### src/rtl/fpcvt_pipe.sv
// Three-stage two's-complement to small floating-point converter (sign, exponent, significand).
// Round-half-up or truncate per sample, saturating at the largest exponent, valid/ready flow control.
module fpcvt_pipe #(
    parameter int DW = 12,
    parameter int EW = 3,
    parameter int MW = 4
) (
    input  logic          clk,
    input  logic          rst_n,
    input  logic          in_valid,
    output logic          in_ready,
    input  logic [DW-1:0] D,
    input  logic          rnd_mode,
    output logic          out_valid,
    input  logic          out_ready,
    output logic          S,
    output logic [EW-1:0] E,
    output logic [MW-1:0] F,
    output logic          ovf
);

    localparam int PW = $clog2(DW);
    // Exponent carried wide enough that the post-round increment never wraps before the compare.
    localparam int XW = ((PW > EW) ? PW : EW) + 2;
    localparam logic [XW-1:0] EMAX = XW'((1 << EW) - 1);

    logic          v1;
    logic          s1_s;
    logic          s1_rm;
    logic [DW-1:0] s1_mag;

    logic          v2;
    logic          s2_s;
    logic          s2_r;
    logic [MW-1:0] s2_f;
    logic [XW-1:0] s2_e;

    logic [PW-1:0] lead_pos;
    logic [PW-1:0] shamt;
    logic [PW-1:0] shamt_m1;
    logic [MW-1:0] f_nx;
    logic          r_nx;
    logic [XW-1:0] e_nx;

    logic [MW:0]   f_sum;
    logic [MW-1:0] f_fin;
    logic [XW-1:0] e_fin;

    // Reset forces ready so upstream never sees a stall while the pipe is being flushed.
    assign in_ready = !rst_n || !out_valid || out_ready;

    always_ff @(posedge clk) begin
        if (!rst_n) begin
            v1     <= 1'b0;
            s1_s   <= 1'b0;
            s1_rm  <= 1'b0;
            s1_mag <= '0;
        end else if (in_ready) begin
            v1     <= in_valid;
            s1_s   <= D[DW-1];
            s1_rm  <= rnd_mode;
            s1_mag <= D[DW-1] ? ({DW{1'b0}} - D) : D;
        end
    end

    always_comb begin
        lead_pos = '0;
        for (int i = 0; i < DW; i++) begin
            if (s1_mag[i]) lead_pos = PW'(i);
        end
        shamt    = lead_pos - PW'(MW - 1);
        shamt_m1 = shamt - PW'(1);
        if (lead_pos >= PW'(MW)) begin
            f_nx = s1_mag[shamt +: MW];
            r_nx = s1_mag[shamt_m1] & ~s1_rm;
            e_nx = XW'(shamt);
        end else begin
            f_nx = s1_mag[MW-1:0];
            r_nx = 1'b0;
            e_nx = '0;
        end
    end

    always_ff @(posedge clk) begin
        if (!rst_n) begin
            v2   <= 1'b0;
            s2_s <= 1'b0;
            s2_r <= 1'b0;
            s2_f <= '0;
            s2_e <= '0;
        end else if (in_ready) begin
            v2   <= v1;
            s2_s <= s1_s;
            s2_r <= r_nx;
            s2_f <= f_nx;
            s2_e <= e_nx;
        end
    end

    always_comb begin
        f_sum = {1'b0, s2_f} + {{MW{1'b0}}, s2_r};
        if (f_sum[MW]) begin
            f_fin = {1'b1, {(MW-1){1'b0}}};
            e_fin = s2_e + XW'(1);
        end else begin
            f_fin = f_sum[MW-1:0];
            e_fin = s2_e;
        end
    end

    always_ff @(posedge clk) begin
        if (!rst_n) begin
            out_valid <= 1'b0;
            S         <= 1'b0;
            E         <= '0;
            F         <= '0;
            ovf       <= 1'b0;
        end else if (in_ready) begin
            out_valid <= v2;
            S         <= s2_s;
            if (e_fin > EMAX) begin
                E   <= '1;
                F   <= '1;
                ovf <= 1'b1;
            end else begin
                E   <= e_fin[EW-1:0];
                F   <= f_fin;
                ovf <= 1'b0;
            end
        end
    end

endmodule

### config.mk
export PLATFORM = sky130hd
export DESIGN_NAME = fpcvt_pipe
export DESIGN_NICKNAME = d
export VERILOG_FILES = /design/src/rtl/fpcvt_pipe.sv
export SDC_FILE = /design/constraint.sdc
export NUM_CORES = 1
export LEC_CHECK = 0
export CAP_MARGIN = 15
export CORE_MARGIN = 1.5
export CORE_UTILIZATION = 50
export CTS_BUF_LIST = sky130_fd_sc_hd__clkbuf_16
export CTS_CLUSTER_SIZE = 20
export DETAILED_ROUTE_END_ITERATION = 8
export GPL_ROUTABILITY_DRIVEN = 0
export PLACE_DENSITY = 0.7
export RECOVER_POWER = 100
export REMOVE_ABC_BUFFERS = 1
export SETUP_SLACK_MARGIN = 0.4
export SLEW_MARGIN = 20
export SYNTH_ARGS = -nofsm -noshare
export SYNTH_HDL_FRONTEND = slang
export SYNTH_SLANG_ARGS = --single-unit
### constraint.sdc
create_clock -name clk -period 4.66 [get_ports clk]
set_clock_uncertainty 0.1 [all_clocks]
set_input_delay 0.932 -clock clk [delete_from_list [all_inputs] [get_ports clk]]
set_output_delay 0.932 -clock clk [all_outputs]
set_load 0.01 [all_outputs]
Word-level counts from Yosys, hierarchy flattened
Index checks and enable logic that the tools add are counted.
{"block": "word_totals", "elab_cells": 51, "regBits": 38, "inputBits": 17}
{"block": "classes", "shifts": 1, "n_mux": 22, "bitwise": 2, "addsub": 5, "n_reduce_logical": 4, "order_cmp": 3}
{"operator": "$mux 4", "n": 14}
{"operator": "$mux 12", "n": 1}
{"operator": "$shiftx 12x5->4", "n": 1}
{"operator": "$sub 1x12->12 const A", "n": 1}
{"operator": "$add 6x1->6 const B", "n": 1}
{"operator": "$gt 6x3->1 const B", "n": 1}
{"operator": "$mux 6", "n": 1}
{"operator": "$add 4x1->5", "n": 1}
{"operator": "$lt 4x5->1 const B", "n": 1}
{"operator": "$bmux 1 s4", "n": 1}
{"operator": "$ge 4x3->1 const B", "n": 1}
{"operator": "$mux 1", "n": 4}
{"operator": "$sub 4x1->4 const B", "n": 1}
{"operator": "$sub 4x2->4 const B", "n": 1}
{"operator": "$mux 3", "n": 1}
{"operator": "$logic_not 1->1", "n": 2}
{"operator": "$logic_or 1x1->1", "n": 2}
{"operator": "$and 1x1->1", "n": 1}
{"operator": "$not 1->1", "n": 1}

Longest topological paths before layout
Gate-level depths: netlist of the first run.
{"block": "depth", "word_depth": 17, "mapped_depth": 12}

Worst setup path before layout of the first run
No wires, ideal clock.
{"block": "synth_path", "kind": "flip-flop to flip-flop", "start": "reg s1_mag[9]", "end": "reg s2_f[2]", "arrival_time_ns": 2.522, "stages_incl_launch_ff": 13, "setup_slack_ns": 1.922, "setup_time_ns": 0.116, "cell_sequence": "dfxtp_1 > clkbuf_1 > nor3_1 > o21ai_1 > o21ai_2 > inv_2 > ha_1 > a21boi_2 > or2_1 > buf_6 > a311oi_2 > a211oi_1 > o211a_1"}
{"block": "synth_between", "elab_chain_len": 6}
{"item": "start, declared", "line": "30", "text": "logic [DW-1:0] s1_mag;"}
{"item": "start signal, assigned", "line": "62", "text": "s1_mag <= D[DW-1] ? ({DW{1'b0}} - D) : D;"}
{"item": "$mux 4 (3 in a row)", "line": "69", "text": "if (s1_mag[i]) lead_pos = PW'(i);"}
{"item": "$sub 4x2->4", "line": "71", "text": "shamt = lead_pos - PW'(MW - 1);"}
{"item": "$shiftx 12x5->4", "line": "74", "text": "f_nx = s1_mag[shamt +: MW];"}
{"item": "$mux 4 (*)", "line": "73", "text": "if (lead_pos >= PW'(MW)) begin"}
{"item": "end signal, assigned", "line": "95", "text": "s2_f <= f_nx;"}
{"item": "end, declared", "line": "35", "text": "logic [MW-1:0] s2_f;"}
Mark *: on every way between the ends. The rest lies on a longest branch, timed or not.
A chain may end at the register's enable or synchronous reset.

Worst setup path in the final report of the first run
{"block": "layout_path", "start": "reg s1_mag[11]", "end": "reg s2_f[3]"}
{"block": "layout_between", "elab_chain_len": 4}
{"item": "$mux 4", "line": "69"}
{"item": "$sub 4x2->4", "line": "71"}
{"item": "$shiftx 12x5->4", "line": "74"}
{"item": "$mux 4 (*)", "line": "73"}
Marked as above.

==> results of run 1 <==
power groups by stage:
| stage | combinational, mW | clock (mW) | sequential (mW) |
|---|---|---|---|
| 2_1_floorplan | 0.216 | 0 | 0.384 |
| 3_3_place_gp | 0.302 | 0 | 0.389 |
| 3_5_place_dp | 0.304 | 0 | 0.390 |
| 4_1_cts | 0.306 | 0.371 | 0.384 |
| 5_1_grt | 0.334 | 0.383 | 0.391 |
| 6_report | 0.301 | 0.364 | 0.385 |
cell families after synthesis:
family / count (synthesis) / synth area share (%)
xor gates and xnor gates: 12 / 4.56
buffers and inverters: 35 / 6.24
DFF: 36 / 31.2
muxes: 8 / 4.66
and+or+nand+nor: 106 / 22.0
adders and majority gates: 6 / 3.25
AOI/OAI and AO/OA: 93 / 28.0
through the flow:
stage          worst slack (ns)  util, %  hold slack (ns)
2_1_floorplan              1.56        -            0.332
3_3_place_gp               1.30     58.6            0.342
3_5_place_dp               1.28     58.6            0.346
4_1_cts                    1.28     62.4            0.352
5_1_grt                   0.606     62.3            0.375
6_report                  0.999     62.3            0.351
worst paths after layout:
check | startpoint | end | slack (ns) | cells after the start
max | s1_mag[11] | s2_f[3] | 1.0 | 10
min | ovf | ovf | 0.35 | 2
max reg2reg | s1_mag[11] | s2_f[3] | 1.0 | 10
min reg2reg | ovf | ovf | 0.35 | 2
sequential cells by signal, summed over array words and instances, names as in the netlist:
register	count
v2	1
s1_mag	12
s2_f	4
s2_r	1
s1_s	1
s2_s	1
S	1
E	3
s2_e	4
F	4
s1_rm	1
out_valid	1
ovf	1
v1	1
cells in the mapped netlist, types with 2 or more instances:
master,number
a2bb2oi_1,2
xnor2_1,3
xor2_1,9
dfxtp_1,36
mux2i_1,4
nor2b_1,6
a22oi_1,2
nand4_1,2
o31ai_1,4
clkbuf_1,19
o21ai_0,17
nor3_1,10
nor3b_1,3
o211ai_1,3
nand3_1,8
o21ai_1,3
nor2_1,26
or4_1,3
a21oi_1,22
a211oi_1,13
ha_1,6
or4_4,2
nand2_1,36
o211a_1,3
and3_1,2
inv_1,11
nand2b_1,2
o32a_1,2
a31oi_1,4
mux4_2,2
layer usage:
metal / up-vias / part of all wire (%) / track usage (%)
met2: 64 / 48 / 35.6
met5: - / 0 / 0
met4: 0 / 1.1 / 5.45
met1: 990 / 46 / 27.7
li1: 1111 / - / -
met3: 9 / 4.6 / 3.56
area by class of cell:
class / count / area, µm² / share of cell area, %
multi-input cells: 225 / 1440 / 52.7
flip-flops and latches: 36 / 721 / 26.4
repair buffers: 29 / 285 / 10.4
clock buffers: 5 / 125 / 4.58
well taps: 52 / 65.1 / 2.38
inverters: 14 / 57.6 / 2.11
clock inverters: 3 / 38.8 / 1.42
worst max-delay path, stage by stage (launching register included):
cell,delay (ns)
dfxtp_1,0.45
nor3_1,0.23
o21ai_0,0.18
o21ai_0,0.56
inv_1,0.36
ha_1,0.71
inv_1,0.20
a221o_1,0.34
nand2_1,0.08
a2bb2oi_1,0.19
o32ai_1,0.11
==> results.tsv, run 1 <==
stage	metric	value	unit
outcome	outcome	complete, no violations	
hold_path	Hold WC Path Type	flop to flop	
placed_design	HPWL after DPL	3.65	mm
timing	RSZ-0062 raised after global routing	false	
critical_path	Setup crit end kind	flop	
global_routing	antenna violations before repair	0	
floorplan	Starting Density	52.6	%
pwr	worst vdd ir	0.000187	V
pwr	Power Dens Cells	384	nW/µm²
synthesis	Avg Cell Area, Syn	7.79	µm²
synthesis	main area contributors after synthesis	dfxtp_1 31%, nand2_1 5.9%, a21oi_1 4.8%, a211oi_1 4.2%, nor2_1 4.2%	
synthesis	Synth Register Bits	36	
pwr	Int Power	0.732	mW
routing	Final ANT Viol Nets	0	
synthesis	Seq/Total Area, Yosys	31.2	%
floorplan	die area	5030	µm²
cts	Clock Path Buffers	2	
final_layout	layout cells sized above 1	6.09	%
routing	initial DRC count	141	
pwr	clock share of power	34.6	%
timing	Final period util	78.6	%
floorplan	# rows	24	
global_routing	largest net degree at the start of global routing	35	
cts	H-tree depth	2	
pwr	Power, Total	1.05	mW
critical_path	critical path class	flop to flop	
synthesis	Post-synth ARST share	0	%
placed_design	DP Cell Count	356	
pwr	Combinational Power Share	28.7	%
global_routing	GRT Util Overall	21.0	%
synthesis	Most used DFF post-synth	dfxtp_1	
job	max_cap viols	0	
floorplan	core area	4380	µm²
cts	worst skew pair latency	0.27	ns
critical_path	Worst EP arrival	3.68	ns
timing	Least-Margin Pin Slew	0.705	ns
cts	post-CTS resize count	0	
global_routing	vias in the first global route	1852	
final_layout	Post-Layout Cell Count	364	
cts	Hold Buf Count CTS	0	
timing	final setup vio count	0	
synthesis	Gate Count Post-Synth	296	
routing	DRC	0	
timing	max-slew violations	0	
synthesis	post-synth top area share	31.2	%
critical_path	Startpoint Class	flop	
timing	final hold violations	0	
placed_design	number of port buffers	27	
synthesis	number of synthesized flops with an enable pin	0	
routing	total number of vias	2174	
pwr	switch share	30.3	%
cts	Root Buffer	clkbuf_16	
cts	CTS clk-pin slew, worst paths	0.05	ns
final_layout	Finished Cell Area	2730	µm²
routing	final WL	5.05	mm
final_layout	area overhead of the layout relative to synthesis	18.4	%
cts	CTS buffer count	5	
final_layout	ANT cells	0	
synthesis	Syn Std Cell Area	2310	µm²
global_routing	first-pass GRT wire length	8.67	mm
synthesis	synth unique cells	61	
cts	TritonCTS clock tree	built	
floorplan	die width	70.9	µm
routing	1st-pass router iterations	4	
synthesis	synth warn	0	
final_layout	fillcell total	411	
pwr	sequential share of power	36.6	%
synthesis	area leader, netlist	dfxtp_1	
placed_design	Area after DPL	2570	µm²
routing	vias per cell	5.97	
critical_path	CP max FO	15	
critical_path	Critical Path RT	4.68	ns
timing	max frequency	273	MHz
timing	Slew HR	52.7	%
floorplan	Die Y	70.9	µm
global_routing	gr ovfl total	0	
routing	per-cell routed wire length	13.9	µm
cts	Clock Sinks	36	
timing	final setup TNS	0	ns
pwr	Pleak	1.08	nW
final_layout	commonest non-fill, non-tap cells in the layout	36 x dfxtp_1, 36 x nand2_1, 26 x nor2_1	
cts	Setup Buffers After CTS	0	
final_layout	fin nets	334	
pwr	Net Switching	0.318	mW
floorplan	I/O pin count	28	
timing	fin crit period	3.66	ns
Power figures use the tool's default switching activity.
==> inputs of run 2 (changes only) <==
--- a/config.mk
+++ b/config.mk
@@ -12,7 +12,7 @@
 export CTS_CLUSTER_SIZE = 20
 export DETAILED_ROUTE_END_ITERATION = 8
 export GPL_ROUTABILITY_DRIVEN = 0
-export PLACE_DENSITY = 0.7
+export PLACE_DENSITY = 0.73
 export RECOVER_POWER = 100
 export REMOVE_ABC_BUFFERS = 1
 export SETUP_SLACK_MARGIN = 0.4
==> constraint.sdc (replaced) <==
create_clock -name clk -period 3.22 [get_ports clk]
set_clock_uncertainty 0.1 [all_clocks]
set_input_delay 0.644 -clock clk [delete_from_list [all_inputs] [get_ports clk]]
set_output_delay 0.644 -clock clk [all_outputs]
set_load 0.01 [all_outputs]
==> results.tsv, run 2 (synthesized netlist as in run 1, its figures left out) <==
stage	metric	value	unit	change
floorplan	die area	5030	µm²	unchanged
final_layout	max reg flops	12		unchanged
timing	Final period util	85.7	%	
placed_design	number of port buffers	27		unchanged
final_layout	fin nets	344		was 334
routing	total number of vias	2210		was 2174
final_layout	fin util	64.2	%	was 62.3%
critical_path	critical path class	input port to output pin		was flop to flop
routing	Final ANT Viol Nets	0		unchanged
global_routing	largest net degree at the start of global routing	44		was 35
global_routing	vias in the first global route	2098		was 1852
timing	final setup TNS	0	ns	unchanged
pwr	Power Dens Cells	563	nW/µm²	was 384 nW/µm²
cts	H-tree depth	2		unchanged
global_routing	first-pass GRT wire length	9.49	mm	was 8.67 mm
final_layout	register with the most flip-flops	s1_mag		unchanged
final_layout	layout cells sized above 1	9.94	%	was 6.09%
placed_design	HPWL after DPL	3.86	mm	was 3.65 mm
floorplan	Starting Density	52.6	%	unchanged
routing	DRC	0		unchanged
pwr	worst vdd ir	0.000315	V	was 0.000187 V
pwr	Power, Total	1.59	mW	was 1.05 mW
floorplan	# rows	24		unchanged
cts	Clock Sinks	36		unchanged
final_layout	ANT cells	0		unchanged
floorplan	core area	4380	µm²	unchanged
global_routing	gr ovfl total	0		unchanged
timing	fin crit period	2.76	ns	
critical_path	Critical Path RT	2.48	ns	was 4.68 ns
cts	CTS buffer count	5		unchanged
routing	1st-pass router iterations	4		unchanged
pwr	Pleak	1.12	nW	was 1.08 nW
hold_path	Hold WC Path Type	flop to flop		unchanged
hold_path	hold depth	2		unchanged
cts	Clock Path Buffers	2		unchanged
critical_path	CP max FO	2		was 15
cts	TritonCTS clock tree	built		unchanged
floorplan	I/O pin count	28		unchanged
critical_path	Setup crit end kind	output pin		was flop
global_routing	antenna violations before repair	0		unchanged
floorplan	die width	70.9	µm	unchanged
final_layout	area overhead of the layout relative to synthesis	22.0	%	was 18.4%
timing	final setup vio count	0		unchanged
cts	worst skew pair latency	0.28	ns	was 0.27 ns
critical_path	Worst EP arrival	2.02	ns	was 3.68 ns
timing	Slew HR	29.1	%	was 52.7%
cts	CTS clk-pin slew, worst paths	0.06	ns	was 0.05 ns
critical_path	R2R depth	8		was 10
routing	final WL	5.44	mm	was 5.05 mm
routing	initial DRC count	117		was 141
timing	max-slew violations	0		unchanged
routing	per-cell routed wire length	14.5	µm	was 13.9 µm
outcome	outcome	complete, no violations		unchanged
timing	RSZ-0062 raised after global routing	false		unchanged
global_routing	GRT Util Overall	23.2	%	was 21.0%
final_layout	commonest non-fill, non-tap cells in the layout	36 x dfxtp_1, 36 x nand2_1, 26 x nor2_1		unchanged
timing	Least-Margin Pin Slew	1.06	ns	was 0.705 ns
floorplan	Die Y	70.9	µm	unchanged
routing	vias per cell	5.91		was 5.97
job	max_cap viols	0		unchanged
timing	max frequency	362	MHz	
timing	final hold violations	0		unchanged
critical_path	Startpoint Class	input port		was flop
cts	Root Buffer	clkbuf_16		unchanged
==> run 2: changes by cell type in the layout (fill, tap and decap cells not counted), sizes merged <==
cell           change
clkdlybuf4s50      +2
inv                -1
clkbuf             +4
dlygate4sd3        -2
buf                +6
clkinvlp           +1
==> run 2: final cells by class <==
class                      count  area (µm²)
timing repair buffer          39         347
multi-input combinational    225        1460
sequential                    36         721
inverter                      14        57.6
clock inverter                 3        42.5
fill                         402        1570
tap                           52        65.1
clock buffer                   5         125
==> run 2: timing repair <==
item	in CTS	in global routing
pin swaps	0	1
setup buffers	0	1
gates resized for setup	1	4
setup endpoints to repair	2	5
gates cloned	0	0
hold buffers	0	0
==> run 2: power by group <==
group | switching (mW) | internal [mW]
sequential | 0.0487 | 0.498
clock | 0.186 | 0.363
combinational | 0.257 | 0.233
total | 0.491 | 1.09
==> run 2: path summary, 6_finish.rpt <==
| path | startpoint | end | slack, ns |
|---|---|---|---|
| worst max register to register | s1_mag[6] | s2_f[1] | 0.47 |
| worst min-delay path | S | S | 0.35 |
| worst min register to register | S | S | 0.35 |
| worst max-delay path | out_ready | in_ready | 0.46 |
==> run 2: critical path: stages <==
cell and delay (ns):
dlygate4sd3_1 0.55, nor2b_1 0.23, nand2_1 0.11, clkdlybuf4s50_1 0.48
==> run 2: routing by layer <==
layer  share of wire [%]  up-vias  GRT usage (%)
met4                 2.0        0           8.60
met1                  45     1016           28.3
li1                    -     1131              -
met2                  49       54           40.5
met3                 3.7        9           4.56
met5                   0        -              0
==> run 2: stage by stage <==
step	worst slack, ns	hold slack [ns]	cells	cell area, µm²
after global placement	0.378	0.336	365	2640
after global routing	0.289	0.374	374	2820
after CTS	0.385	0.353	373	2810
after floorplan	0.579	0.332	275	2220
after detailed placement	0.343	0.345	365	2640
final	0.460	0.350	374	2820
==> inputs of run 3 (changes only) <==
--- a/config.mk
+++ b/config.mk
@@ -12,7 +12,7 @@
 export CTS_CLUSTER_SIZE = 20
 export DETAILED_ROUTE_END_ITERATION = 8
 export GPL_ROUTABILITY_DRIVEN = 0
-export PLACE_DENSITY = 0.73
+export PLACE_DENSITY = 0.7
 export RECOVER_POWER = 100
 export REMOVE_ABC_BUFFERS = 1
 export SETUP_SLACK_MARGIN = 0.4
==> constraint.sdc (replaced) <==
create_clock -name clk -period 2.8 [get_ports clk]
set_clock_uncertainty 0.1 [all_clocks]
set_input_delay 0.56 -clock clk [delete_from_list [all_inputs] [get_ports clk]]
set_output_delay 0.56 -clock clk [all_outputs]
set_load 0.01 [all_outputs]
==> results.tsv, run 3 (synthesized netlist as in run 1, its figures left out) <==
stage	metric	value	unit	change
outcome	outcome	complete, no violations		unchanged
floorplan	die area	5030	µm²	unchanged
cts	H-tree depth	2		unchanged
global_routing	antenna violations before repair	0		unchanged
final_layout	max reg flops	12		unchanged
floorplan	die width	70.9	µm	unchanged
routing	vias per cell	6.05		was 5.91
timing	WHS	0.351	ns	was 0.350 ns
cts	CTS buffer count	5		unchanged
final_layout	ANT cells	0		unchanged
timing	final setup vio count	0		unchanged
global_routing	gr ovfl total	0		unchanged
final_layout	commonest non-fill, non-tap cells in the layout	36 x nand2_1, 33 x dfxtp_1, 25 x nor2_1		was 36 x dfxtp_1, 36 x nand2_1, 26 x nor2_1
floorplan	I/O pin count	28		unchanged
timing	Least-Margin Pin Slew	1.07	ns	was 1.06 ns
timing	max frequency	396	MHz	
timing	RSZ-0062 raised after global routing	true		was false
routing	Final ANT Viol Nets	0		unchanged
hold_path	Hold WC Path Type	flop to flop		unchanged
timing	final hold violations	0		unchanged
pwr	worst vdd ir	0.000353	V	was 0.000315 V
timing	Final period util	90.1	%	
final_layout	register with the most flip-flops	s1_mag		unchanged
placed_design	HPWL after DPL	4.06	mm	was 3.86 mm
global_routing	vias in the first global route	2110		was 2098
critical_path	CP max FO	7		was 2
global_routing	GRT Util Overall	24.6	%	was 23.2%
critical_path	Startpoint Class	flop		was input port
final_layout	commonest non-fill, non-tap cell in the layout	nand2_1		
cts	Root Buffer	clkbuf_16		unchanged
timing	fin crit period	2.52	ns	
global_routing	largest net degree at the start of global routing	36		was 44
pwr	Pleak	1.24	nW	was 1.12 nW
routing	final WL	5.94	mm	was 5.44 mm
routing	total number of vias	2331		was 2210
pwr	Power Dens Cells	638	nW/µm²	was 563 nW/µm²
routing	DRC	0		unchanged
critical_path	critical path class	flop to flop		was input port to output pin
cts	Clock Sinks	36		unchanged
routing	1st-pass router iterations	4		unchanged
cts	TritonCTS clock tree	built		unchanged
critical_path	Critical Path RT	2.87	ns	was 2.48 ns
cts	worst skew pair latency	0.28	ns	about the same
final_layout	layout cells sized above 1	18.3	%	was 9.94%
pwr	Power, Total	1.94	mW	was 1.59 mW
floorplan	core area	4380	µm²	unchanged
final_layout	area overhead of the layout relative to synthesis	31.9	%	was 22.0%
timing	final setup TNS	0	ns	unchanged
timing	max-slew violations	0		unchanged
cts	Hold Buf Count CTS	0		unchanged
cts	Clock Path Buffers	2		unchanged
critical_path	Setup crit end kind	flop		was output pin
job	max_cap viols	0		unchanged
placed_design	number of port buffers	27		unchanged
critical_path	Worst EP arrival	2.59	ns	was 2.02 ns
floorplan	Starting Density	52.6	%	unchanged
global_routing	first-pass GRT wire length	10.0	mm	was 9.49 mm
floorplan	# rows	24		unchanged
floorplan	Die Y	70.9	µm	unchanged
final_layout	fin nets	355		was 344
routing	initial DRC count	245		was 117
cts	CTS clk-pin slew, worst paths	0.06	ns	about the same
timing	Slew HR	28.6	%	was 29.1%
routing	per-cell routed wire length	15.4	µm	was 14.5 µm
==> run 3: cell count changes in the layout (fill, tap and decap cells not counted), sizes merged <==
cell,change
buf,+12
clkbuf,-1
clkdlybuf4s50,-3
dlygate4sd3,-1
dlymetal6s2s,+4
==> run 3: layout make-up <==
| cell class | instances | area (µm²) |
|---|---|---|
| fillers | 371 | 1340 |
| multi-input cells | 225 | 1580 |
| well taps | 52 | 65.1 |
| clock inverters | 3 | 42.5 |
| repair buffers | 50 | 447 |
| flip-flops and latches | 36 | 724 |
| clock buffers | 5 | 125 |
| inverters | 14 | 57.6 |
==> run 3: worst paths after layout <==
check                           slack (ns)  depth (start not counted)       to        from
worst max-delay path                  0.28                          8  s2_f[2]  s1_mag[10]
worst min-delay path                  0.35                          2      ovf         ovf
worst max register to register        0.28                          8  s2_f[2]  s1_mag[10]
worst min register to register        0.35                          2      ovf         ovf
==> run 3: metal layers <==
metal,vias to the layer above,part of all wire (%),GRT usage [%]
met5,-,0,0
met2,67,49,41.3
li1,1147,-,-
met3,13,4.7,5.84
met1,1104,44,31.2
met4,0,2.0,7.55
==> run 3: critical path: stages, from the launching register on <==
cell      delay [ns]
dfxtp_2         0.31
or4_4           0.51
o32a_1          0.23
ha_4            0.21
a21boi_4        0.15
or2_4           0.28
a311oi_1        0.29
a211oi_1        0.12
o211a_1         0.21
==> run 3: metrics by stage <==
step                      instance area (µm²)  instances  util, %  setup WS, ns
after global routing                     3040        385     69.4         0.132
final                                    3040        385     69.4         0.278
after detailed placement                 2690        372     61.4        0.0382
after floorplan                          2220        275        -         0.159
after global placement                   2690        372     61.4        0.0993
after CTS                                2960        383     67.5         0.363
==> run 3: power breakdown <==
part | switching [mW] | leakage [nW] | internal (mW)
Sequential | 0.0590 | 0.298 | 0.574
Combinational | 0.347 | 0.860 | 0.332
Clock | 0.213 | 0.0798 | 0.418
Total | 0.619 | 1.24 | 1.32
==> run 3: what timing repair did <==
item	CTS	global route
setup endpoints to repair	7	11
setup buffers	3	2
pin swaps	15	9
resized for setup	15	19
==> edit 1: new RTL, settings of run 2 <==
The parameter `EW` goes from 3 to 2.
--- a/src/rtl/fpcvt_pipe.sv
+++ b/src/rtl/fpcvt_pipe.sv
@@ -3,5 +3,5 @@
 module fpcvt_pipe #(
     parameter int DW = 12,
-    parameter int EW = 3,
+    parameter int EW = 2,
     parameter int MW = 4
 ) (
Interface: changed (resized E); port bits go from 28 to 27. The function was not compared with the original's and may differ.
==> edit 1 against run 2 <==
  * Sequential cell count is 1 lower
  * Critical path depth is 5 higher
  * Worst hold slack worse by 0.0025 ns
  * Clock power is 16% lower
  * Via count is 5.3% lower
  * Area after synthesis is 3.5% lower
  * Wire length is 5.6% lower
  * Largest power group is now registers
  * Worst setup slack worse by 0.073 ns
  * Critical endpoint is now s2_f[1]
  * Total power is 5.2% lower
  * Sequential power is 1% higher
  * Cell count is 7.8% lower
  * Cell area is 5.9% lower
==> edit 1: results <==
[setup_path]
r2r_start = s1_mag[5]
r2r_cells = 9
slowest_delay_ns = 0.53
worstSetupStartpoint = s1_mag[5]
cp_max_fo = 15
critPathTopFamily = compound AO/OA/AOI/OAI gates
worst_ep_arrival_time_ns = 2.90
r2r_slack_ns = 0.39

[detailed_routing]
wl_met2_um = 2560
post_drt_via_cell_ratio = 6.07
drt_iter0_markers = 113
top_layer = met4
m1WireLength_um = 2200
dr.pass1.iters = 5
route.met3.wl_um = 252
avgRoutedWirePerCell_um = 14.9

[power]
ir_worst_vdd_v = 0.000294
power.share.sequential_pct = 36.8
clockPowerShare_pct = 30.7
p_per_area_nw_per_um2 = 567
power.switching_w = 0.000491
p_int_w = 0.00101
power_leakage_nw = 1.06

[grt]
grt_max_degree = 38
grt_usage_pct = 22.3
use_met1_pct = 28.3
grt_use_met2_pct = 37.5
met3_usage_pct = 3.92
grt_pass1_wl_um = 8780
grt_pass1_vias = 1878

[logic_synthesis]
synthXorXnorAreaFrac_pct = 6.69
synth-seq-cells = 35
synth_mux_area_share_pct = 4.83
synthAdderAreaFrac_pct = 3.37
yosysWarnings = 0
ys_types = 57
synth_compound_area_share_pct = 25.7
synth-seq-area-share_pct = 31.5
ys_top_cells_by_area = dfxtp_1 (31%), nand2_1 (5.4%), a21oi_1 (5.2%), nor2_1 (4.7%), xor2_1 (3.5%)
ys_top_cells_by_count = dfxtp_1 (35), nand2_1 (32), nor2_1 (28)

[placement]
hpwl_um = 3660
io_buffers = 26
placed_area_um2 = 2520

[layout]
drive_gt1_share_pct = 10.9
clock_area_share_pct = 5.34
nNonClkBuffers = 33
fin_nets = 315
nonClkBufAreaFrac_pct = 11.5
num-fill-cells = 401
seq_area_share_pct = 26.4
inv_count = 10
multi_input_area_share_pct = 52.6

[sta]
max_slew_margin_pct = 35.9
hold_ws_ns = 0.347

[min_path]
min_path_type = reg2reg
hold_path_depth = 2

[clock_tree]
ctsResizeCount = 0

[status]
outcome = finished clean
## edit 1: cell types whose count changed after synthesis, sizes merged, moves of 4 or more
cell           run 2  this run
a211oi            13         8
a31oi              5         0
clkbuf            19        15
nand2             36        32
nor3              10         2
o21ai             21        13
o221a              0         5
## edit 1: worst max-delay path by stage
stage | to | slack, ns | depth (start not counted)
3_3_place_gp | s1_mag[9] | 0.39 | 6
6_report | s2_f[1] | 0.39 | 9
3_5_place_dp | s1_mag[9] | 0.30 | 6
4_1_cts | s2_f[1] | 0.49 | 9
5_1_grt | s2_f[1] | 0.22 | 9
2_1_floorplan | s2_r | 0.60 | 7
## edit 1: per-stage QoR
| stage | utilization (%) | cells | setup slack [ns] |
|---|---|---|---|
| finish | 61.3 | 345 | 0.387 |
| global route | 61.3 | 345 | 0.224 |
| CTS | 61.5 | 345 | 0.492 |
| detailed placement | 58.3 | 337 | 0.297 |
| global placement | 58.3 | 337 | 0.388 |
| floorplan | - | 252 | 0.601 |
==> edit 2: new RTL, settings of run 2 <==
Without the edit above. Put one more register stage on the output `ovf`, cleared by the reset. The value now appears one clock later. The other outputs are not delayed to match.
--- a/src/rtl/fpcvt_pipe.sv
+++ b/src/rtl/fpcvt_pipe.sv
@@ -24,4 +24,6 @@
     localparam int XW = ((PW > EW) ? PW : EW) + 2;
     localparam logic [XW-1:0] EMAX = XW'((1 << EW) - 1);
+
+    logic ovf_s0;
 
     logic          v1;
@@ -115,5 +117,5 @@
             E         <= '0;
             F         <= '0;
-            ovf       <= 1'b0;
+            ovf_s0    <= 1'b0;
         end else if (in_ready) begin
             out_valid <= v2;
@@ -122,10 +124,18 @@
                 E   <= '1;
                 F   <= '1;
-                ovf <= 1'b1;
+                ovf_s0 <= 1'b1;
             end else begin
                 E   <= e_fin[EW-1:0];
                 F   <= f_fin;
-                ovf <= 1'b0;
+                ovf_s0 <= 1'b0;
             end
+        end
+    end
+
+    always_ff @(posedge clk) begin
+        if (!rst_n) begin
+            ovf <= '0;
+        end else begin
+            ovf <= ovf_s0;
         end
     end
Behaviour: not the same (a bounded check fails within 4 cycles, from zero or initial values and one cycle with rst_n low).
==> edit 2 against run 2 <==
  * Sequential share of layout area is 1.0 points higher
  * Highest routed layer unchanged
  * Sequential cell count grew 1
  * Cell area decreased by 0.84%
  * Area after synthesis up 1.3%
  * Wire length grew 4.5%
  * Total power decreased by 3.3%
  * Largest power group is now registers
  * Critical endpoint is now s2_f[2]
  * Via count is 4.0% higher
  * Worst setup slack got worse by 0.034 ns
==> edit 2: results <==
[status]
outcome = finished clean

[grt]
grt_usage_pct = 23.4
grt_pass1_vias = 2078
grt_use_met2_pct = 39.7
grt_pass1_wl_um = 9690
met3_usage_pct = 5.06
use_met1_pct = 29.1

[setup_path]
worstSetupStartpoint = s1_mag[8]
cpMaxStageDelayCell = dfxtp_1
worst_ep_arrival_time_ns = 2.87
crit_type = reg2reg
r2r_start = s1_mag[8]
cp_max_fo = 11
critPathTopFamily = compound AO/OA/AOI/OAI gates

[detailed_routing]
drt_iter0_markers = 255
m1WireLength_um = 2460
vias = 2298
wl_met2_um = 2740
dr.pass1.iters = 5
route.met3.wl_um = 318
wirelength_um = 5680
post_drt_via_cell_ratio = 6.14

[sta]
tightest_slew_ns = 1.06

[logic_synthesis]
yosysWarnings = 0
synth-seq-area-share_pct = 31.7
async_flop_share_pct = 0
syn_inst = 301
ys_top_cells_by_area = dfxtp_1 (32%), nand2_1 (5.6%), a21oi_1 (5.1%), o21ai_0 (4.9%), nor2_1 (4.8%)
ys_types = 51
ys_top_cells_by_count = dfxtp_1 (37), nand2_1 (35), nor2_1 (30)

[placement]
hpwl_um = 3900
placedCellCount = 366
dp_slack_ns = 0.304
placed_area_um2 = 2650

[clock_tree]
cts_max_path_buffers = 2
ctsResizeCount = 2

[power]
ir_worst_vdd_v = 0.000242
power_leakage_nw = 1.08
power.group.top = registers
power.switching_w = 0.000504
power.share.sequential_pct = 37.3
p_per_area_nw_per_um2 = 549

[layout]
num-fill-cells = 383
fin_nets = 344
drive_gt1_share_pct = 8.70
edit 2: changes by cell type in the layout (fill, tap and decap cells not counted), sizes merged, moves of 3 or more:
| cell | before | now |
|---|---|---|
| a211oi | 13 | 9 |
| o211ai | 3 | 7 |
| a21oi | 22 | 25 |
| o211a | 3 | 0 |
| nand3b | 0 | 5 |
| nor3b | 3 | 0 |
| a221oi | 1 | 4 |
| nor2 | 26 | 30 |
edit 2: final cells by class:
type / instances / area (um2) / area share, %
Clock buffer: 5 / 125 / 4.48
Timing Repair Buffer: 36 / 330 / 11.8
Sequential cell: 37 / 743 / 26.6
Multi-Input combinational cell: 230 / 1470 / 52.5
Tap cell: 52 / 65.1 / 2.33
Inverter: 11 / 46.3 / 1.66
Clock inverter: 3 / 16.3 / 0.583
edit 2: logic make-up after synthesis:
group / count (synthesis) / synth area share, %
fa+ha+maj: 6 / 3.21
compound gates: 96 / 26.7
xor+xnor: 13 / 5.68
mux: 7 / 4.66
simple gates: 108 / 22.1
flops: 37 / 31.7
buf+inv: 34 / 6.00
